[src/rtl/uart_rx_frame_ctrl.sv]
// uart_rx_frame_ctrl: sequences a UART byte stream into SYNC/LEN/payload/CHECKSUM frames.
// Ports:
//   clock, reset_n        system clock, asynchronous active-low reset
//   byte_valid, byte_in   received byte strobe and data
//   frame_ack             host has consumed the held frame (used only while holding)
//   wr_en/wr_addr/wr_data payload buffer write port
//   frame_done/frame_len  good-frame pulse and its length (held)
//   frame_err/err_code    abort pulse and cause (1 length, 2 checksum, 3 timeout; held)
//   drop_count            saturating count of bytes dropped while holding a frame
//   busy                  high whenever a frame is in progress or held
module uart_rx_frame_ctrl #(
  parameter logic [7:0] SYNC_BYTE   = 8'hA5,
  parameter int         MAX_LEN     = 16,
  parameter int         TIMEOUT_CYC = 2000,
  parameter int         ADDR_W      = $clog2(MAX_LEN)
) (
  input  logic              clock,
  input  logic              reset_n,
  input  logic              byte_valid,
  input  logic [7:0]        byte_in,
  input  logic              frame_ack,
  output logic              wr_en,
  output logic [ADDR_W-1:0] wr_addr,
  output logic [7:0]        wr_data,
  output logic              frame_done,
  output logic [7:0]        frame_len,
  output logic              frame_err,
  output logic [1:0]        err_code,
  output logic [7:0]        drop_count,
  output logic              busy
);
  localparam logic [2:0] S_IDLE = 3'd0, S_LEN = 3'd1, S_PAY = 3'd2, S_CHK = 3'd3, S_HOLD = 3'd4;
  localparam int TW = $clog2(TIMEOUT_CYC + 1);
  logic [2:0]    state;
  logic [7:0]    len, sum, idx;
  logic [TW-1:0] timer;
  logic          in_frame, expire;
  assign in_frame = state == S_LEN || state == S_PAY || state == S_CHK;
  // a byte on the expiry cycle wins over the timeout
  assign expire = in_frame && !byte_valid && timer == TW'(TIMEOUT_CYC - 1);
  assign busy = state != S_IDLE;
  always_ff @(posedge clock or negedge reset_n) begin
    if (!reset_n) begin
      state      <= S_IDLE;
      len        <= '0;
      sum        <= '0;
      idx        <= '0;
      timer      <= '0;
      wr_en      <= 1'b0;
      wr_addr    <= '0;
      wr_data    <= '0;
      frame_done <= 1'b0;
      frame_len  <= '0;
      frame_err  <= 1'b0;
      err_code   <= '0;
      drop_count <= '0;
    end else begin
      wr_en      <= 1'b0;
      frame_done <= 1'b0;
      frame_err  <= 1'b0;
      // timer is held at zero outside the timed states, so entry always starts from zero
      timer <= (in_frame && !byte_valid) ? timer + TW'(1) : '0;
      case (state)
        S_IDLE: if (byte_valid && byte_in == SYNC_BYTE) state <= S_LEN;
        S_LEN: if (byte_valid) begin
          if (byte_in == 8'd0 || byte_in > 8'(MAX_LEN)) begin
            frame_err <= 1'b1;
            err_code  <= 2'd1;
            state     <= S_IDLE;
          end else begin
            len   <= byte_in;
            sum   <= byte_in;
            idx   <= '0;
            state <= S_PAY;
          end
        end
        S_PAY: if (byte_valid) begin
          wr_en   <= 1'b1;
          wr_addr <= idx[ADDR_W-1:0];
          wr_data <= byte_in;
          sum     <= sum + byte_in;
          idx     <= idx + 8'd1;
          if (idx == len - 8'd1) state <= S_CHK;
        end
        S_CHK: if (byte_valid) begin
          if (byte_in == sum) begin
            frame_done <= 1'b1;
            frame_len  <= len;
            state      <= S_HOLD;
          end else begin
            frame_err <= 1'b1;
            err_code  <= 2'd2;
            state     <= S_IDLE;
          end
        end
        S_HOLD: begin
          if (byte_valid && drop_count != 8'hFF) drop_count <= drop_count + 8'd1;
          if (frame_ack) state <= S_IDLE;
        end
        default: state <= S_IDLE;
      endcase
      if (expire) begin
        frame_err <= 1'b1;
        err_code  <= 2'd3;
        state     <= S_IDLE;
      end
    end
  end
endmodule
[config.mk]
export PLATFORM = sky130hd
export DESIGN_NAME = uart_rx_frame_ctrl
export DESIGN_NICKNAME = d
export VERILOG_FILES = /design/src/rtl/uart_rx_frame_ctrl.sv
export SDC_FILE = /design/constraint.sdc
export NUM_CORES = 1
export LEC_CHECK = 0
export ABC_AREA = 1
export CAP_MARGIN = 40
export CORE_MARGIN = 3
export CORE_UTILIZATION = 51
export DETAILED_ROUTE_END_ITERATION = 6
export HOLD_SLACK_MARGIN = 0.05
export PLACE_DENSITY = 0.8
export SETUP_SLACK_MARGIN = 0.3
export SLEW_MARGIN = 15
export SYNTH_ARGS = -nofsm -noshare
export SYNTH_HDL_FRONTEND = slang
export SYNTH_SLANG_ARGS = --single-unit
[constraint.sdc]
create_clock -name clock -period 1.7 [get_ports clock]
set_input_delay 0.255 -clock clock [delete_from_list [all_inputs] [get_ports clock]]
set_output_delay 0.255 -clock clock [all_outputs]
set_load 0.02 [all_outputs]
; ---- Word-level counts from Yosys, hierarchy flattened
; Cells that the tools add are included.
; Widths: inputs -> output; s select.
[word_totals]
reg_bits = 71
inputBits = 12
output_inout_bits = 34
elab_cells = 96
[op_classes]
addsub = 5
magnitude_cmp = 1
n_eq_ne = 20
mux = 36
n_bitwise = 1
n_reduce_logical = 20
[op_table]
columns = op, n
row1 = $mux 8, 6
row2 = $pmux 8 s2, 2
row3 = $mux 3, 8
row4 = $ne 3x3->1 const B, 6
row5 = $add 8x1->8 const B, 2
row6 = $eq 8x8->1, 2
row7 = $pmux 3 s5, 1
row8 = $mux 2, 6
row9 = $add 11x1->11 const B, 1
row10 = $eq 11x11->1 const B, 1
row11 = $mux 11, 1
row12 = $mux 1, 10
row13 = $add 8x8->8, 1
row14 = $eq 8x8->1 const B, 1
row15 = $gt 8x5->1 const B, 1
row16 = $logic_not 8->1, 1
row17 = $ne 8x8->1 const B, 1
row18 = $sub 8x1->8 const B, 1
row19 = $eq 3x2->1 const B, 2
row20 = $ne 2x2->1 const B, 3
row21 = $ne 3x2->1 const B, 2
row22 = $reduce_and 3->1, 2
row23 = $reduce_and 6->1, 1
row24 = $reduce_bool 3->1, 2
row25 = 13 further kinds, 19

; ---- Depth between registers and ports, before layout
; Gate-level depths: netlist (run 1).
[depth]
depth_word = 7
depth_mapped = 14
mapped_depth_nobuf = 14

; ---- Worst setup path after synthesis (run 1)
; No wires, ideal clock.
[synth_timing]
path_kind = reg2reg
start = register sum[0]
end = register sum[6]
setup_time_ns = 0.117
arrival_ns = 1.553
t_required_ns = 1.583
path_slack_ns = 0.029
stages_incl_launch_ff = 15
n_path_buf = 0
period_less_slack_ns = 1.671
cell_sequence = dfrtp_1 > ha_1 > inv_1 > fa_1 > inv_1 > nand2_1 > nand2_1 > nand2_1 > nand2_1 > nand2_1 > nand2_1 > a21oi_1 > xor2_1 > nand3_1 > nand2_1
[synth_between]
elab_chain_len = 3
[synth_lines]
columns = element, line_no
row1 = "start, declared", 35  ; logic [7:0] len, sum, idx;
row2 = "start signal, assigned", 72  ; sum <= byte_in;
row3 = "start signal, assigned", 81  ; sum <= sum + byte_in;
row4 = $add 8x8->8, 81
row5 = $mux 8, 77  ; S_PAY: if (byte_valid) begin
row6 = $pmux 8 s2, 63  ; case (state)
; No other way between the ends. The select of a mux whose other input is x is not followed.
; A chain may end at the register's enable or synchronous reset.

; ---- Worst setup path after layout (run 1)
[layout_timing]
start = register len[1]
end = register state[2]
[layout_between]
elab_chain_len = 4
[layout_lines]
columns = element, line_no
row1 = "start, declared", 35
row2 = "start signal, assigned", 71  ; len <= byte_in;
row3 = $sub 8x1->8, 83  ; if (idx == len - 8'd1) state <= S_CHK;
row4 = $eq 8x8->1, 83
row5 = $ne 3x2->1 (no source line), -
row6 = $reduce_and 6->1 (no source line), -
row7 = "end signal, assigned", 83
row8 = "end signal, assigned", 89  ; state <= S_HOLD;
row9 = "end signal, assigned", 93  ; state <= S_IDLE;
row10 = "end, declared", 34  ; logic [2:0] state;
; No other way between the ends.

==> results.sh, run 1 <==
export IMPL_drive_gt1_frac=0.447
export IMPL_setup_viol=19
export IMPL_setup_worst_path_end="state[2]$_DFFE_PN0P_"
export IMPL_cp_cell_sequence="buf_4, nor2_2, nand2_1, inv_1, nand2_1, nand2_1, nand2_1, nand2_1, inv_1, nand3_1, nand2_2, nand4_1, nand2_1"
export IMPL_reg2reg_from="len[1]$_DFFE_PN0P_"
export IMPL_start_kind="flip-flop"
export IMPL_synth_flop_cell="dfrtp_1"
export IMPL_finClkSkew_ns=0.0123
export IMPL_num_rows=30
export IMPL_grt_pass1_wl_um=18900
export IMPL_violations="negative setup slack"
export IMPL_r2r_end="state[2]$_DFFE_PN0P_"
export IMPL_syn_avg_cell_area_sq_um=8.23
export IMPL_numCtsBuffers=9
export IMPL_synthCells=466
export IMPL_die_area_sq_um=8600
export IMPL_route_detailed_drc=0
export IMPL_sequentialPowerShare=0.286
export IMPL_drt_iter0_drc=419
export IMPL_worst_path_max_fanout=4
export IMPL_p_leak_uw=0.00297
export IMPL_vdd_ir_drop_max_v=0.00118
export IMPL_critPathTopFamily="simple AND/OR/NAND/NOR gates"
export IMPL_initial_utilization=0.544
export IMPL_p_clk_frac=0.184
export IMPL_worst_r2r_setup_slack_ns=-0.29
export IMPL_synth_cell_area_sq_um=3840
export IMPL_synth_edf_count=0
export IMPL_hold_viol_final=0
export IMPL_dp_hpwl_um=6690
export IMPL_relSlewSlack=0.723
export IMPL_power_uw=9680
export IMPL_area_growth_pct=59.4
export IMPL_whs_path_depth=3
export IMPL_clk_pin_slew_ns=0.08
export IMPL_track_usage=0.281
export IMPL_syn_nets=490
export IMPL_postSynth_asyncResetShare=1.00
export IMPL_cts_buffer_depth=2
export IMPL_wire_per_inst_um=22.5
export IMPL_critical_path_max_stage_delay_ns=0.42
export IMPL_dr_pass1_iters=6
export IMPL_die_h_um=92.7
export IMPL_antenna_found_initial=0
export IMPL_synth_seq_cells=71
export IMPL_cp_startpoint="len[1]$_DFFE_PN0P_"
export IMPL_cts_tree="done"
export IMPL_viasPerCell=6.31
export IMPL_report_final_slew_viol_count=0
export IMPL_status="complete, but fails checks"
export IMPL_period_minus_slack_ns=1.99
export IMPL_ant_nets=0
export IMPL_fillCellCount=313
export IMPL_vias=4446
export IMPL_diodes=0
export IMPL_endpoint_kind="flip-flop"
export IMPL_hold_path_class="input pin to flip-flop"
export IMPL_fp_dieW_um=92.7
export IMPL_pwr_share_comb=0.530
export IMPL_gp_congestion=0.917
export IMPL_worstSetupPathType="flip-flop to flip-flop"
export IMPL_numClockSinks=71
export IMPL_finalCritPeriodShare=1.17
export IMPL_tightest_slew_ns=0.412
export IMPL_whs_ns=0.418
export IMPL_setup_ws_ns=-0.289
export IMPL_htreeDepth=3
export IMPL_power_density_nw_per_um2=1580
export IMPL_power_switching_uw=4330
export IMPL_worst_r2r_cell_count=13
export IMPL_synth_yosys_warnings=0
export IMPL_max_freq_mhz=503
export IMPL_place_inst=644
export IMPL_clk_latency_ns=0.37
export IMPL_synth_seq_area_share=0.463
export IMPL_required_ns=1.94
export IMPL_grt_pass1_vias=3939
export IMPL_power_internal_uw=5350
export IMPL_most_common_layout_cells="nand2_1, dfrtp_1, buf_4"
export IMPL_rsz0062_at_grt="true"
export IMPL_final_cell_count_no_fill=705
export IMPL_maxCapViolations=0
export IMPL_grt_max_degree=72
export IMPL_sw_frac_of_total=0.448
export IMPL_nets=628
export IMPL_cts_root_buf="clkbuf_8"
export IMPL_synth_cell_types=39
export IMPL_critPathMostFrequentCell="nand2_1"
export IMPL_gr_total_overflow=0
export IMPL_cp_depth=13
export IMPL_final_common_cell="nand2_1"
export IMPL_portBuffers=45
export IMPL_wl_um=15900
export IMPL_top_level_ports=46
export IMPL_cp_num_buf_inv=3
export IMPL_crit_slowest_cell="dfrtp_1"
export IMPL_coreArea_sq_um=7060
export IMPL_worstPathArrival_ns=2.23
-- cell type report --
type / instances / area, sq um / share of cell area
Clock buffer: 11 / 151 / 0.0248
Clock inverter: 5 / 104 / 0.0170
Inverter: 64 / 268 / 0.0438
Multi-Input combinational cell: 323 / 2400 / 0.392
Sequential cell: 71 / 1790 / 0.292
Tap cell: 96 / 120 / 0.0196
Timing Repair Buffer: 135 / 1290 / 0.211
-- power groups by stage --
stage	clock network [uW]	registers [uW]	logic, uW
final	1780	2770	5130
after CTS	1730	2580	3850
after global routing	1850	2790	5400
after floorplan	0	2750	2080
after global placement	0	2590	3400
after detailed placement	0	2600	3550
-- flip-flops by register name, indices dropped and copies added (netlist names), 2 cells and up --
register,count
wr_data,8
idx,8
len,8
frame_len,8
err_code,2
state,3
wr_addr,4
drop_count,8
timer,11
sum,8
-- through the flow --
step                worst slack (ns)  instance area [sq um]   util  TNS, ns
floorplan                     0.0589                   3980      -        0
global placement              -0.435                   4870  0.690   -11.32
detailed placement            -0.504                   4870  0.690   -13.51
CTS                          -0.0598                   5540  0.785   -0.318
global route                  -0.307                   6110  0.866    -3.75
finish                        -0.289                   6110  0.866    -2.35
-- layer usage --
| layer | global-route usage | vias up | share of wire |
|---|---|---|---|
| met2 | 0.509 | 399 | 0.49 |
| met5 | 0 | - | 0 |
| met1 | 0.323 | 2134 | 0.34 |
| li1 | - | 1788 | - |
| met3 | 0.0715 | 125 | 0.10 |
| met4 | 0.0940 | 0 | 0.064 |
-- cell families after synthesis --
| logic type | Yosys count | share of synthesized area |
|---|---|---|
| xor gates and xnor gates | 15 | 0.0342 |
| adders and majority gates | 12 | 0.0411 |
| buffers and inverters | 72 | 0.0776 |
| and+or+nand+nor | 232 | 0.285 |
| DFF | 71 | 0.463 |
| AOI/OAI and AO/OA | 63 | 0.0962 |
| muxes | 1 | 0.00294 |
-- repair_timing --
item                       in CTS  in global routing
resized for setup             116                140
setup buffers                  21                 18
setup endpoints to repair      86                 74
hold buffers                    1                  0
pin swaps                      21                 29
hold endpoints to repair       71                  0
cloned                          3                  2
-- tightest hold or removal path, stage by stage --
cell and delay [ns]:
dlygate4sd2_1 0.32, nand2_1 0.13, nand2_2 0.05
-- synth_stat cells, drive strengths merged, types with 3 or more instances --
cell	n	area share
nor3	11	0.020
dfrtp	71	0.46
a21oi	14	0.018
o21ai	38	0.057
ha	11	0.036
xnor2	4	0.0091
nand4	10	0.020
buf	8	0.014
nor2	49	0.061
xor2	11	0.025
a31oi	4	0.0065
nand3	34	0.048
nand2	122	0.13
inv	63	0.062
nor4	3	0.0049
-- how the worst min path moves through the flow --
stage / startpoint / end / slack [ns]
floorplan: reset_n / drop_count[0]$_DFFE_PN0P_ / -0.04
global placement: reset_n / frame_len[1]$_DFFE_PN0P_ / 0.31
detailed placement: reset_n / frame_len[2]$_DFFE_PN0P_ / 0.31
CTS: byte_in[7] / wr_data[7]$_DFFE_PN0P_ / 0.36
global route: byte_in[7] / wr_data[7]$_DFFE_PN0P_ / 0.43
finish: byte_in[7] / wr_data[7]$_DFFE_PN0P_ / 0.42
No activity file was read; power rests on OpenSTA's default activity.
==> run 2, diff against run 1 <==
- CORE_MARGIN: 3 -> 2
- CORE_UTILIZATION: 51 -> 30
- DONT_BUFFER_PORTS: not set -> 1
- PLACE_DENSITY: 0.8 -> 0.48
==> results.sh, run 2 (synthesis gave the netlist of run 1 again) <==
export IMPL_status="complete, but fails checks"
export IMPL_violations="negative hold slack, negative setup slack"
export IMPL_place_ws_ns=-0.0276
export IMPL_final_cell_count_no_fill=719
export IMPL_grt_pass1_vias=3329
export IMPL_route_detailed_drc=0
export IMPL_whs_ns=-0.383
export IMPL_coreArea_sq_um=12600
export IMPL_numCtsBuffers=9
export IMPL_setup_ws_ns=-0.103
export IMPL_power_density_nw_per_um2=1590
export IMPL_cts_buffer_depth=2
export IMPL_worstSetupPathType="flip-flop to flip-flop"
export IMPL_regMostFlops="timer"
export IMPL_vias=3358
export IMPL_largest_reg_flops=11
export IMPL_num_rows=41
export IMPL_required_ns=1.92
export IMPL_ant_nets=0
export IMPL_clk_pin_slew_ns=0.06
export IMPL_dr_pass1_iters=4
export IMPL_cts_tree="done"
export IMPL_hold_viol_final=71
export IMPL_maxCapViolations=0
export IMPL_period_minus_slack_ns=1.80
export IMPL_grt_max_degree=72
export IMPL_wl_um=10400
export IMPL_start_kind="flip-flop"
export IMPL_finClkSkew_ns=0.00669
export IMPL_gp_congestion=0.835
export IMPL_area_growth_pct=47.5
export IMPL_vdd_ir_drop_max_v=0.000637
export IMPL_worst_path_max_fanout=4
export IMPL_track_usage=0.156
export IMPL_gr_total_overflow=0
export IMPL_drt_iter0_drc=123
export IMPL_nets=566
export IMPL_initial_utilization=0.305
export IMPL_report_final_slew_viol_count=0
export IMPL_final_area_sq_um=5660
export IMPL_placed_cell_area_sq_um=4350
export IMPL_final_common_cell="nand2_1"
export IMPL_die_area_sq_um=13700
export IMPL_worstPathArrival_ns=2.03
export IMPL_viasPerCell=4.67
export IMPL_diodes=0
export IMPL_finalCritPeriodShare=1.06
export IMPL_dp_hpwl_um=6510
export IMPL_grt_pass1_wl_um=16400
export IMPL_rsz0062_at_grt="true"
export IMPL_numClockSinks=71
export IMPL_cts_hold_buf=2
export IMPL_max_freq_mhz=555
export IMPL_top_level_ports=46
export IMPL_p_leak_uw=0.00263
export IMPL_die_h_um=117
export IMPL_hold_path_class="input pin to async pin"
export IMPL_place_inst=654
export IMPL_fp_dieW_um=117
export IMPL_htreeDepth=3
export IMPL_wire_per_inst_um=14.4
export IMPL_clk_latency_ns=0.33
export IMPL_setup_viol=10
export IMPL_drive_gt1_frac=0.411
export IMPL_most_common_layout_cells="nand2_1, dfrtp_1, buf_4"
export IMPL_tightest_slew_ns=0.299
export IMPL_endpoint_kind="flip-flop"
export IMPL_portBuffers=0
export IMPL_relSlewSlack=0.799
export IMPL_antenna_found_initial=0
export IMPL_cts_root_buf="clkbuf_16"
## run 2: cell count changes in the layout (fill, tap and decap cells not counted), moves of 8 or more
cell           before  now
buf_4              62   48
clkbuf_16           2   12
clkbuf_8           11    2
dlygate4sd2_1      28    0
nand2_1            87   96
nand2_2            21   13
o21ai_0             6   20
o21ai_2            21   10
## run 2: worst paths after layout
check | start | end | slack, ns | depth (start not counted)
worst max-delay path | sum[2]$_DFFE_PN0P_ | frame_len[0]$_DFFE_PN0P_ | -0.10 | 8
worst min-delay path | reset_n | sum[1]$_DFFE_PN0P_ | -0.38 | 0
worst max register to register | sum[2]$_DFFE_PN0P_ | frame_len[0]$_DFFE_PN0P_ | -0.10 | 8
worst min register to register | sum[7]$_DFFE_PN0P_ | sum[7]$_DFFE_PN0P_ | 0.50 | 2
max in group asynchronous | reset_n | state[2]$_DFFE_PN0P_ | 1.96 | 0
min in group clock | byte_valid | sum[6]$_DFFE_PN0P_ | 0.06 | 2
## run 2: metal layers
layer	share of wire	global-route usage	up-vias
li1	-	-	1665
met1	0.44	0.195	1644
met2	0.52	0.264	42
met3	0.031	0.0371	7
met4	0.011	0.0588	0
met5	0	0	-
## run 2: critical path, cell delays in order, from the launching register on
cell and delay (ns):
dfrtp_1 0.41, ha_4 0.26, inv_4 0.06, nand4_1 0.08
nor4_2 0.28, nand3_2 0.26, clkbuf_16 0.24, nand2_4 0.05
o21ai_2 0.05
## run 2: layout make-up
type / instances / area (sq um)
multi-input combinational: 323 / 2270
clock inverter: 5 / 128
fill: 1211 / 6910
timing repair inverter: 1 / 6.26
inverter: 64 / 272
timing repair buffer: 72 / 723
sequential: 71 / 1790
clock buffer: 11 / 253
tap: 172 / 215
## run 2: report_power, final
part / switching, uW / total (uW) / internal [uW]
combinational: 1980 / 3690 / 1710
clock: 732 / 2390 / 1660
sequential: 715 / 2890 / 2180
total: 3430 / 8980 / 5550
## run 2: metrics by stage
stage	hold WS [ns]	TNS [ns]	total power [uW]	util
final	-0.383	-0.845	8980	0.450
after global routing	-0.408	-2.30	9690	0.450
after CTS	-0.402	-0.0227	8410	0.413
after detailed placement	-0.0376	-0.0792	5600	0.346
after global placement	-0.0381	0	5560	0.346
after floorplan	-0.0406	0	4830	-
## run 2: repair_timing
action                                  in CTS  in global routing
gates resized for setup                     72                 65
endpoints found under the setup margin      40                 63
buffers inserted                            18                 23
pin swaps                                   20                 43
hold endpoints to repair                    74                 71
gates cloned                                 3                  3
==> run 3, diff against run 2 <==
- CORE_ASPECT_RATIO: not set -> 0.6
==> results.sh, run 3 (synthesis gave the netlist of run 1 again) <==
export IMPL_grt_pass1_vias=3298
export IMPL_numCtsBuffers=9
export IMPL_num_rows=31
export IMPL_drive_gt1_frac=0.391
export IMPL_cp_cell_sequence="ha_2, inv_2, fa_2, inv_2, nand2_2, nand2_1, nand2_1, nand2_1, nand2_1, nand2_1, a21oi_2, xor2_1, nand3_1, nand2_1"
export IMPL_wl_um=11000
export IMPL_final_area_sq_um=5520
export IMPL_power_density_nw_per_um2=1540
export IMPL_die_h_um=91.6
export IMPL_largest_reg_flops=11
export IMPL_vdd_ir_drop_max_v=0.000486
export IMPL_grt_pass1_wl_um=17300
export IMPL_cts_tree="done"
export IMPL_die_area_sq_um=13700
export IMPL_postLayoutCoreUtil=0.451
export IMPL_worst_r2r_cell_count=14
export IMPL_vias=3313
export IMPL_finalCritPeriodShare=1.02
export IMPL_required_ns=1.92
export IMPL_coreArea_sq_um=12300
export IMPL_report_final_slew_viol_count=0
export IMPL_viasPerCell=4.73
export IMPL_wire_per_inst_um=15.7
export IMPL_finClkSkew_ns=0.00414
export IMPL_power_switching_uw=3440
export IMPL_critical_path_max_stage_delay_ns=0.35
export IMPL_crit_slowest_cell="dfrtp_1"
export IMPL_critPathMostFrequentCell="nand2_1"
export IMPL_status="complete, but fails checks"
export IMPL_cp_num_buf_inv=2
export IMPL_reg2reg_from="sum[0]$_DFFE_PN0P_"
export IMPL_portBuffers=0
export IMPL_setup_viol=9
export IMPL_htreeDepth=3
export IMPL_fillCellCount=1181
export IMPL_sw_frac_of_total=0.403
export IMPL_endpoint_kind="flip-flop"
export IMPL_numClockSinks=71
export IMPL_pwr_share_comb=0.426
export IMPL_route_detailed_drc=0
export IMPL_gp_congestion=0.810
export IMPL_worstSetupPathType="flip-flop to flip-flop"
export IMPL_p_leak_uw=0.00255
export IMPL_initial_utilization=0.313
export IMPL_clk_latency_ns=0.33
export IMPL_rsz0062_at_grt="true"
export IMPL_max_freq_mhz=578
export IMPL_whs_ns=-0.381
export IMPL_final_common_cell="nand2_1"
export IMPL_relSlewSlack=0.739
export IMPL_violations="negative hold slack, negative setup slack"
export IMPL_dr_pass1_iters=4
export IMPL_r2r_end="sum[6]$_DFFE_PN0P_"
export IMPL_hold_viol_final=71
export IMPL_tightest_slew_ns=0.388
export IMPL_dp_hpwl_um=6760
export IMPL_top_level_ports=46
export IMPL_ant_nets=0
export IMPL_gr_total_overflow=0
export IMPL_track_usage=0.162
export IMPL_drt_iter0_drc=174
export IMPL_fin_tns_setup_ns=-0.139
export IMPL_regMostFlops="timer"
export IMPL_grt_max_degree=72
export IMPL_area_growth_pct=44.0
export IMPL_placed_cell_area_sq_um=4320
export IMPL_period_minus_slack_ns=1.73
export IMPL_start_kind="flip-flop"
export IMPL_antenna_found_initial=0
export IMPL_hold_path_class="input pin to async pin"
export IMPL_critPathTopFamily="adder cells"
export IMPL_power_uw=8530
export IMPL_maxCapViolations=0
export IMPL_cp_depth=14
export IMPL_cts_root_buf="clkbuf_16"
export IMPL_fp_dieW_um=150
export IMPL_p_clk_frac=0.235
export IMPL_worst_path_max_fanout=2
export IMPL_worst_r2r_setup_slack_ns=-0.03
export IMPL_diodes=0
export IMPL_setup_ws_ns=-0.0301
export IMPL_most_common_layout_cells="nand2_1, dfrtp_1, inv_1"
export IMPL_cts_buffer_depth=2
export IMPL_sequentialPowerShare=0.339
export IMPL_power_internal_uw=5090
export IMPL_worstPathArrival_ns=1.95
export IMPL_clk_pin_slew_ns=0.06
export IMPL_cts_hold_buf=1
export IMPL_nets=554
run 3: through the flow:
| stage | setup slack [ns] | hold WS, ns | std cells |
|---|---|---|---|
| 2_1_floorplan | 0.0589 | -0.0406 | 466 |
| 3_5_place_dp | -0.0242 | -0.0355 | 644 |
| 3_3_place_gp | -0.00290 | -0.0357 | 644 |
| 5_1_grt | -0.186 | -0.397 | 700 |
| 4_1_cts | -0.0346 | -0.393 | 687 |
| 6_report | -0.0301 | -0.381 | 700 |
run 3: worst max path at each step:
stage / slack [ns] / startpoint / to
2_1_floorplan: 0.06 / sum[6]$_DFFE_PN0P_ / frame_len[6]$_DFFE_PN0P_
3_3_place_gp: -0.003 / sum[0]$_DFFE_PN0P_ / sum[6]$_DFFE_PN0P_
3_5_place_dp: -0.02 / sum[0]$_DFFE_PN0P_ / sum[6]$_DFFE_PN0P_
4_1_cts: -0.03 / sum[0]$_DFFE_PN0P_ / sum[6]$_DFFE_PN0P_
5_1_grt: -0.19 / sum[0]$_DFFE_PN0P_ / sum[6]$_DFFE_PN0P_
6_report: -0.03 / sum[0]$_DFFE_PN0P_ / sum[6]$_DFFE_PN0P_
run 3: area by class of cell:
cell class / instances / area (sq um) / area share
timing repair inverter: 1 / 11.3 / 0.00204
tap: 165 / 206 / 0.0374
clock inverter: 2 / 37.5 / 0.00680
multi-input combinational: 323 / 2270 / 0.411
sequential: 71 / 1790 / 0.323
timing repair buffer: 60 / 661 / 0.120
inverter: 64 / 265 / 0.0480
clock buffer: 14 / 284 / 0.0514
run 3: timing repair:
| item | CTS | global route |
|---|---|---|
| gates resized for setup | 60 | 82 |
| setup buffers | 22 | 11 |
| gates cloned | 4 | 2 |
| hold endpoints to repair | 72 | 71 |
| pin swaps | 14 | 23 |
| setup endpoints to repair | 46 | 66 |
run 3: per-layer routing:
layer,vias to the layer above,wire length [um],track usage
li1,1649,-,-
met1,1606,5380,0.225
met2,47,5050,0.248
met3,11,507,0.0482
met4,0,79,0.0354
met5,-,0,0
run 3: power groups by stage:
stage / Combinational [uW] / Clock [uW] / Sequential, uW
4_1_cts: 3100 / 2050 / 2880
3_3_place_gp: 2660 / 0 / 2860
5_1_grt: 4050 / 2130 / 2960
6_report: 3630 / 2010 / 2890
2_1_floorplan: 2080 / 0 / 2750
3_5_place_dp: 2690 / 0 / 2870
